### config.mk
export PLATFORM = sky130hd
export DESIGN_NAME = clk_gen_ctrl
export DESIGN_NICKNAME = d
export VERILOG_FILES = /design/src/rtl/clk_gen_pkg.sv /design/src/rtl/clk_gen_lfsr.sv /design/src/rtl/clk_gen_ctrl.sv
export SDC_FILE = /design/constraint.sdc
export NUM_CORES = 1
export LEC_CHECK = 0
export ABC_AREA = 1
export CAP_MARGIN = 20
export CORE_ASPECT_RATIO = 0.7
export CORE_MARGIN = 2
export CORE_UTILIZATION = 53
export CTS_CLUSTER_SIZE = 24
export DETAILED_ROUTE_END_ITERATION = 16
export HOLD_SLACK_MARGIN = 0.03
export PLACE_DENSITY_LB_ADDON = 0.3
export SLEW_MARGIN = 20
export SYNTH_ARGS = -nofsm -noshare
export SYNTH_HDL_FRONTEND = slang
export SYNTH_SLANG_ARGS = --single-unit
export TNS_END_PERCENT = 100
### constraint.sdc
create_clock -name clk -period 5.6 [get_ports clk]
set_input_delay 0.84 -clock clk [delete_from_list [all_inputs] [get_ports clk]]
set_output_delay 0.84 -clock clk [all_outputs]
set_load 0.005 [all_outputs]
### src/rtl/clk_gen_pkg.sv
// Shared types and constants for the programmable clock-pattern generator.
package clk_gen_pkg;

  localparam int unsigned LfsrW = 16;
  localparam logic [LfsrW-1:0] LfsrTaps = 16'hB400;

  // Config fields are stored at this width; the top's CNT_W must not exceed it.
  localparam int unsigned CfgW = 16;

  localparam logic [1:0] StOff  = 2'd0;
  localparam logic [1:0] StHigh = 2'd1;
  localparam logic [1:0] StLow  = 2'd2;

  typedef struct packed {
    logic [CfgW-1:0] period;
    logic [CfgW-1:0] high;
    logic [2:0]      jit;
  } cfg_t;

  // Low J bits of the LFSR read as a two's-complement offset; zero when J is 0.
  function automatic logic signed [7:0] jit_offset(input logic [LfsrW-1:0] lfsr,
                                                   input logic [2:0]       jit);
    logic [7:0] mask;
    logic [7:0] val;
    mask = (8'd1 << jit) - 8'd1;
    val  = lfsr[7:0] & mask;
    if (jit != 3'd0 && lfsr[jit-3'd1]) begin
      val = val - (8'd1 << jit);
    end
    return $signed(val);
  endfunction

endpackage

### src/rtl/clk_gen_lfsr.sv
// 16-bit Galois LFSR (x^16+x^14+x^13+x^11+1) that steps once per advance strobe.
module clk_gen_lfsr
  import clk_gen_pkg::*;
#(
  parameter logic [LfsrW-1:0] Seed = 16'hACE1
) (
  input  logic             clk_i,
  input  logic             rst_i,
  input  logic             adv_i,
  output logic [LfsrW-1:0] value_o
);

  logic [LfsrW-1:0] lfsr_q, lfsr_d;

  always_comb begin
    lfsr_d = lfsr_q;
    if (adv_i) begin
      lfsr_d = (lfsr_q >> 1) ^ (lfsr_q[0] ? LfsrTaps : '0);
    end
  end

  always_ff @(posedge clk_i) begin
    if (rst_i) begin
      lfsr_q <= Seed;
    end else begin
      lfsr_q <= lfsr_d;
    end
  end

  assign value_o = lfsr_q;

endmodule

### src/rtl/clk_gen_ctrl.sv
// Programmable clock-pattern generator: period/high/jitter config applied at period boundaries.
module clk_gen_ctrl
  import clk_gen_pkg::*;
#(
  parameter int unsigned      CNT_W     = 16,
  parameter logic [LfsrW-1:0] LFSR_SEED = 16'hACE1
) (
  input  logic             clk,
  input  logic             rst,
  input  logic             en,
  input  logic             cfg_valid,
  output logic             cfg_ready,
  input  logic [CNT_W-1:0] cfg_period,
  input  logic [CNT_W-1:0] cfg_high,
  input  logic [2:0]       cfg_jit,
  output logic             cfg_err,
  output logic             clk_out,
  output logic             period_start,
  output logic             running
);

  logic [1:0]       state_q, state_d;
  logic [CNT_W-1:0] cnt_q, cnt_d;
  logic [CNT_W-1:0] low_len_q, low_len_d;
  logic             clk_out_q, clk_out_d;
  logic             period_start_q, period_start_d;
  logic             cfg_err_q, cfg_err_d;
  cfg_t             pend_q, pend_d, act_q, act_d;
  logic             pend_valid_q, pend_valid_d;
  logic             act_valid_q, act_valid_d;

  logic [LfsrW-1:0] lfsr_val;
  logic             lfsr_adv;
  logic             start;
  logic             cfg_bad;
  logic [CNT_W:0]   in_gap, in_half;
  cfg_t             cur_cfg;
  logic [CNT_W-1:0] cur_period, cur_high;

  clk_gen_lfsr #(
    .Seed (LFSR_SEED)
  ) u_lfsr (
    .clk_i   (clk),
    .rst_i   (rst),
    .adv_i   (lfsr_adv),
    .value_o (lfsr_val)
  );

  // Jittered low time must stay >= 1, so the gap has to exceed the largest negative offset.
  always_comb begin
    in_gap  = {1'b0, cfg_period} - {1'b0, cfg_high};
    in_half = (CNT_W+1)'(1) << (cfg_jit - 3'd1);
    cfg_bad = (cfg_high == '0) || (cfg_high >= cfg_period) ||
              ((cfg_jit != 3'd0) && (in_gap <= in_half));
  end

  // A new period always uses the pending config if one was waiting at the boundary.
  always_comb begin
    cur_cfg    = pend_valid_q ? pend_q : act_q;
    cur_period = CNT_W'(cur_cfg.period);
    cur_high   = CNT_W'(cur_cfg.high);
  end

  always_comb begin
    state_d        = state_q;
    cnt_d          = cnt_q;
    low_len_d      = low_len_q;
    clk_out_d      = clk_out_q;
    period_start_d = 1'b0;
    cfg_err_d      = 1'b0;
    pend_d         = pend_q;
    pend_valid_d   = pend_valid_q;
    act_d          = act_q;
    act_valid_d    = act_valid_q;
    lfsr_adv       = 1'b0;
    start          = 1'b0;

    case (state_q)
      StOff: begin
        if (en && (act_valid_q || pend_valid_q)) begin
          start = 1'b1;
        end
      end
      StHigh: begin
        if (cnt_q != '0) begin
          cnt_d = cnt_q - 1'b1;
        end else begin
          state_d   = StLow;
          clk_out_d = 1'b0;
          cnt_d     = low_len_q - 1'b1;
        end
      end
      StLow: begin
        if (cnt_q != '0) begin
          cnt_d = cnt_q - 1'b1;
        end else if (en) begin
          start = 1'b1;
        end else begin
          state_d = StOff;
        end
      end
      default: state_d = StOff;
    endcase

    if (start) begin
      if (pend_valid_q) begin
        act_d        = pend_q;
        act_valid_d  = 1'b1;
        pend_valid_d = 1'b0;
      end
      state_d        = StHigh;
      clk_out_d      = 1'b1;
      period_start_d = 1'b1;
      cnt_d          = cur_high - 1'b1;
      // Low time is fixed for the whole period from the LFSR value at its start.
      low_len_d      = cur_period - cur_high + CNT_W'(jit_offset(lfsr_val, cur_cfg.jit));
      lfsr_adv       = 1'b1;
    end

    // Transfer only when pending is empty, so it never collides with promotion above.
    if (cfg_valid && !pend_valid_q) begin
      if (cfg_bad) begin
        cfg_err_d = 1'b1;
      end else begin
        pend_d.period = CfgW'(cfg_period);
        pend_d.high   = CfgW'(cfg_high);
        pend_d.jit    = cfg_jit;
        pend_valid_d  = 1'b1;
      end
    end
  end

  always_ff @(posedge clk) begin
    if (rst) begin
      state_q        <= StOff;
      cnt_q          <= '0;
      low_len_q      <= '0;
      clk_out_q      <= 1'b0;
      period_start_q <= 1'b0;
      cfg_err_q      <= 1'b0;
      pend_q         <= '0;
      pend_valid_q   <= 1'b0;
      act_q          <= '0;
      act_valid_q    <= 1'b0;
    end else begin
      state_q        <= state_d;
      cnt_q          <= cnt_d;
      low_len_q      <= low_len_d;
      clk_out_q      <= clk_out_d;
      period_start_q <= period_start_d;
      cfg_err_q      <= cfg_err_d;
      pend_q         <= pend_d;
      pend_valid_q   <= pend_valid_d;
      act_q          <= act_d;
      act_valid_q    <= act_valid_d;
    end
  end

  assign cfg_ready    = !pend_valid_q;
  assign cfg_err      = cfg_err_q;
  assign clk_out      = clk_out_q;
  assign period_start = period_start_q;
  assign running      = (state_q != StOff);

endmodule

* Word-level counts from Yosys, hierarchy flattened *
Index checks and enable logic that the tools add are counted.
W data, S select, Z words.

storage, ports and cells
  bits in registers = 125
  bits of input ports = 39
  output and inout bits = 5
  word-level logic and storage cells = 98

operators by class
  add/sub/neg operators = 10
  order comparisons = 3
  eq/ne operators = 11
  shift operators = 2
  mux-type cells = 27
  bitwise operators = 5
  reduce and logical (&&, ||, !) cells = 24

operators with widths
  kind                     count
  $mux W16                 4
  $sub A16 B1 Y16 const B  3
  $mux W35                 1
  $pmux W16 S2             1
  $le A17 B17 Y1           1
  $shl A1 B3 Y17 const A   1
  $sub A16 B16 Y17         1
  $add A16 B16 Y16         1
  $ge A16 B16 Y1           1
  $logic_not A16 Y1        1
  $mux W8                  2
  $reduce_bool A16 Y1      1
  $sub A16 B16 Y16         1
  $xor A15 B16 Y16         1
  $mux W1                  13
  $ne A3 B3 Y1 const B     4
  $ne A2 B2 Y1 const B     5
  $reduce_bool A3 Y1       3
  $and A8 B8 Y8            1
  $reduce_and A2 Y1        4
  $reduce_and A4 Y1        2
  $shl A1 B3 Y8 const A    1
  $sub A8 B1 Y8 const B    1
  $sub A8 B8 Y8            1
  other kinds (15)         27

* Logic depth before layout (Yosys ltp) *
  depth in word-level cells = 8
  depth in mapped cells = 38
  mapped depth without buffers = 36

* Modules after synthesis *
A second synthesis with hierarchy kept.

second synthesis, totals
  cells, all modules = 1425
  area total of the unflattened synthesis = 9379.0 µm²

by module, submodules not included
  module        instances  cells an instance  area an instance (µm²)  sequential area each (µm²)
  clk_gen_ctrl  1          1345               8737.1                  2182.1
  clk_gen_lfsr  1          80                 641.9                   320.3

* Worst setup path after synthesis *
Ideal clock, no wire load.

  path type = register to register
  start = register pend_valid_q
  end = register low_len_q[15]
  setup time = 113 ps
  data arrival time = 5260 ps
  data required time = 5487 ps
  slack = 227 ps
  stages on the path, launching flop included = 35
  buffers on the path = 4
  clock period less this slack = 5373 ps
  path through = dfxtp_1 -> buf_6 -> buf_6 -> buf_6 -> buf_2 -> o21ai_0 -> ha_1 -> inv_1 -> nor2_2 -> inv_1 -> ha_1 -> nor2_1 -> inv_1 -> fa_1 -> o21ai_1 -> nand2_1 -> nand2_1 -> a21oi_1 -> or2_1 -> nand3_1 -> o21ai_0 -> fa_1 -> inv_1 -> ha_1 -> a21oi_1 -> o21ai_0 -> nand2_1 -> nand3_1 -> nand3_1 -> nand2_1 -> a21o_1 -> a21oi_1 -> nand3_1 -> nand3_1 -> nand2_1

between the ends
  cells in the longest elaborated chain, start to end = 8
  elaborated cells between the ends (all ways) = 18
  classes of those cells = 5 x add/sub; 1 x shift; 7 x mux; 1 x bitwise; 4 x reduce/logical

RTL lines
  what                                                  line                                                     text
  start: declaration                                    clk_gen_ctrl.sv:29                                       logic pend_valid_q, pend_valid_d;
  start signal: assignment                              clk_gen_ctrl.sv:153                                      pend_valid_q <= pend_valid_d;
  $mux W35                                              -
  $shl A1 B3 Y8 or $sub A3 B1 Y3 (tied branches)        clk_gen_pkg.sv:25, clk_gen_pkg.sv:28, clk_gen_pkg.sv:27
  $sub A8 B1 Y8 or $bmux W1 S3 (tied branches)          clk_gen_pkg.sv:25, clk_gen_pkg.sv:27
  $and A8 B8 Y8 or $mux W1 (tied branches)              clk_gen_pkg.sv:26, clk_gen_pkg.sv:27
  $sub A8 B8 Y8 or $logic_and A1 B1 Y1 (tied branches)  clk_gen_pkg.sv:28, clk_gen_pkg.sv:27
  $mux W8                                               clk_gen_pkg.sv:27                                        if (jit != 3'd0 && lfsr[jit-3'd1]) begin
  $mux W8                                               clk_gen_ctrl.sv:105                                      if (start) begin
  $add A16 B16 Y16                                      clk_gen_ctrl.sv:116                                      low_len_d = cur_period - cur_high + CNT_W'(jit_offset(lfsr_val, cur_cfg.jit));
  end signal: assignment                                clk_gen_ctrl.sv:148                                      low_len_q <= low_len_d;
  end: declaration                                      clk_gen_ctrl.sv:24                                       logic [CNT_W-1:0] low_len_q, low_len_d;

Several ways; a longest one is shown, not always the timed one. The select of a mux whose other input is x is not followed.
A chain may end at the register's enable or synchronous reset.

* Worst setup path in the final report *
Same ends and word-level chain as after synthesis.

==> results.tsv <==
stage	metric	value	unit
route	drtIter0Drc	965	
critical_path	crit_buf_inv	7	
floorplanning	start_util	53.8	%
power	vdd_ir_drop_max	0.263	mV
floorplanning	core-area	0.0170	mm2
clocking	clock_latency	0.42	ns
critical_path	crit_family	adder cells	
logic_synthesis	ys.flop_type	dfxtp_1	
timing	final-hold-violation-count	0	
critical_path	cp_slowest_cell	fa_1	
logic_synthesis	yosys-top-cells-area	dfxtp_1 (27%), nand2_1 (13%), inv_1 (9.9%)	
power	p_sw_share	43.9	%
floorplanning	rows	40	
logic_synthesis	syn_inst	1380	
clocking	clk_path_buf_depth	2	
logic_synthesis	postSynthAreaPerCell	6.63	um2
timing	skew	0.0116	ns
critical_path	path_class	flip-flop to flip-flop	
cells_and_area	utilization	60.6	%
floorplanning	die_w	161	um
timing	setup_viol	0	
timing	finalCriticalPeriod	5.15	ns
global_route	antenna_found_initial	0	
critical_path	cp-end-kind	flip-flop	
power	clockPowerShare	24.6	%
critical_path	crit_required	5.96	ns
power	combPwrFrac	51.6	%
critical_path	worst_path_most_repeated_cell	nand2_1	
timing	fin_tns_setup	0	ns
timing	slew_viol_final	0	
logic_synthesis	synthArstFlopShare	0	%
logic_synthesis	synth_top_area_cell	dfxtp_1	
global_route	gr-usage-all-layers	27.4	%
hold_path	min-delay-start	u_lfsr.value_o[12]	
logic_synthesis	ys_seq_area_share	27.4	%
global_route	grt_pass1_vias	8020	
timing	relSlewSlack	43.2	%
route	dr.pass1.iters	6	
critical_path	crit_path_max_incr_delay	0.50	ns
cells_and_area	num_antenna_cells	0	
global_route	gr-total-overflow	0	
route	postRouteAntennaNets	0	
clocking	clock_sinks	125	
placed_design	io_buffers	43	
cells_and_area	fill_cells	1571	
global_route	grt_max_degree	60	
critical_path	cp_max_fo	15	
power	pwr-share-seq	23.8	%
logic_synthesis	synth.distinct_cells	49	
floorplanning	io-pin-count	44	
timing	period_share	92.1	%
clocking	clkTransAtPathRegs	0.07	ns
route	dr_total_vias	8850	
floorplanning	die_area	0.0183	mm2
clocking	cts_buffers	17	
logic_synthesis	synth_area	0.00915	mm2
hold_path	hold_path.class	flip-flop to flip-flop	
clocking	cts_root_buf	clkbuf_16	
timing	worst_pin_slew	0.853	ns
placed_design	dp_hpwl	18600	um
clocking	htree_levels	4	
power	internal-power	2.46	mW
cells_and_area	nets	1517	
cells_and_area	final_layout_size_suffix_gt1_share	6.19	%
route	totalWireLength	24500	um
route	drt-wirelength-per-cell	14.8	um
timing	fmax	194	MHz
power	p_switching	1.93	mW
route	vias_per_cell	5.36	
logic_synthesis	ys_warn_count	0	
outcome	status	completed	
critical_path	cp-start-kind	flip-flop	
global_route	grt_pass1_wl	40200	um
power	static-leakage-power	4.99	nW
floorplanning	die_h	114	um
logic_synthesis	synth-seq-cells	125	
placed_design	gp_congestion	0.919	
clocking	postCtsSetupRepairBufs	0	
power	powerDensity	426	mW/mm2
cells_and_area	area_delta_synth_final	12.8	%
critical_path	arrival	5.52	ns
power	p_total	4.39	mW
logic_synthesis	synth_edf_count	0	
critical_path	setup.worst_path.start	pend_valid_q	
logic_synthesis	syn_nets	1489	
logic_synthesis	netlist.area_leader.share	27.4	%
route	drc_errors	0	
job	cap_viol_max_count	0	
critical_path	r2r-start	pend_valid_q	
clocking	cts_tree	built	
cell families after synthesis:
logic type	Yosys count	synth area share (%)
buffers and inverters	306	13.4
flip-flops	125	27.4
XOR/XNOR	62	5.94
AO/OA/AOI/OAI	251	15.4
adder cells (fa/ha/maj)	70	11.0
AND/OR/NAND/NOR	566	26.9
registers in the layout, indices dropped and copies added, names as in the netlist:
register        count
act_q              35
pend_q             35
cnt_q              16
low_len_q          16
u_lfsr.value_o     16
state_q             2
act_valid_q         1
cfg_err             1
clk_out             1
pend_valid_q        1
period_start        1
layout make-up:
class                           instances  area [um2]  area share, %
Timing Repair Buffer                   54         513           4.97
Clock buffer                           18         439           4.26
Clock inverter                         14         135           1.31
Multi-Input combinational cell        949        5450           52.9
Inverter                              261         980           9.50
Sequential cell                       125        2510           24.3
Tap cell                              231         289           2.80
per-stage QoR:
stage | hold slack [ns] | cells | area (um2) | worst slack [ns]
finish | 0.451 | 1652 | 10300 | 0.445
global route | 0.484 | 1652 | 10300 | -0.0205
CTS | 0.451 | 1652 | 10300 | 0.263
detailed placement | 0.441 | 1620 | 9710 | 0.342
global placement | 0.435 | 1620 | 9710 | 0.485
floorplan | 0.423 | 1380 | 9150 | 0.227
final timing paths:
check | endpoint | slack (ns) | cells after the start
setup reg to reg | low_len_q[15] | 0.45 | 34
hold reg to reg | u_lfsr.value_o[11] | 0.45 | 2
hold / removal | u_lfsr.value_o[11] | 0.45 | 2
setup / recovery | low_len_q[15] | 0.45 | 34
Yosys cell counts, drive strengths merged, types with 6 or more instances:
cell type  count
fa            17
nand4         47
o22ai         17
a21oi         58
xnor2         18
dfxtp        125
nor3          13
inv          249
o21ai        138
a22oi          6
ha            53
nand2        313
clkbuf        17
nor2         119
a31oi          6
xor2          44
o211ai         8
buf           28
clkinv        12
nand3         62
repair_timing:
action                     CTS  global route
setup endpoints to repair    0             4
hold endpoints to repair     0             0
hold buffers                 0             0
resized for setup            0            10
cell usage in the layout (no fill, tap or decap), types with 6 or more instances in the layout:
master,n
a22oi_1,6
nand3_1,60
o21ai_2,9
clkdlybuf4s50_1,43
inv_1,242
a21oi_1,57
dfxtp_1,124
nor3_1,7
nand2_1,311
clkbuf_16,17
o211ai_1,8
inv_2,8
o21ai_0,112
clkinv_1,11
a31oi_1,6
xor2_1,44
xnor2_1,18
nand4_1,46
buf_4,11
fa_1,17
o22ai_1,17
o21ai_1,17
ha_1,52
nor2_1,112
power by group through the flow:
stage | clock network [mW] | registers [mW] | logic [mW]
6_report | 1.08 | 1.05 | 2.26
5_1_grt | 1.12 | 1.06 | 2.57
4_1_cts | 1.08 | 1.04 | 2.20
3_5_place_dp | 0 | 1.06 | 2.18
3_3_place_gp | 0 | 1.06 | 2.15
2_1_floorplan | 0 | 1.04 | 1.75
per-layer routing:
metal	track usage, %	vias to the layer above	wire (um)
li1	-	4472	-
met1	42.2	4041	12000
met4	4.23	0	189
met5	0	-	0
met3	5.96	16	2360
met2	39.5	321	9950
tightest hold or removal path, delay by kind of cell, from the launching register on:
family	cells	cell delay, ns
DFF	1	0.30
buffers and inverters	1	0.06
AOI/OAI and AO/OA	1	0.06
No activity file was read; power rests on OpenSTA's default activity.
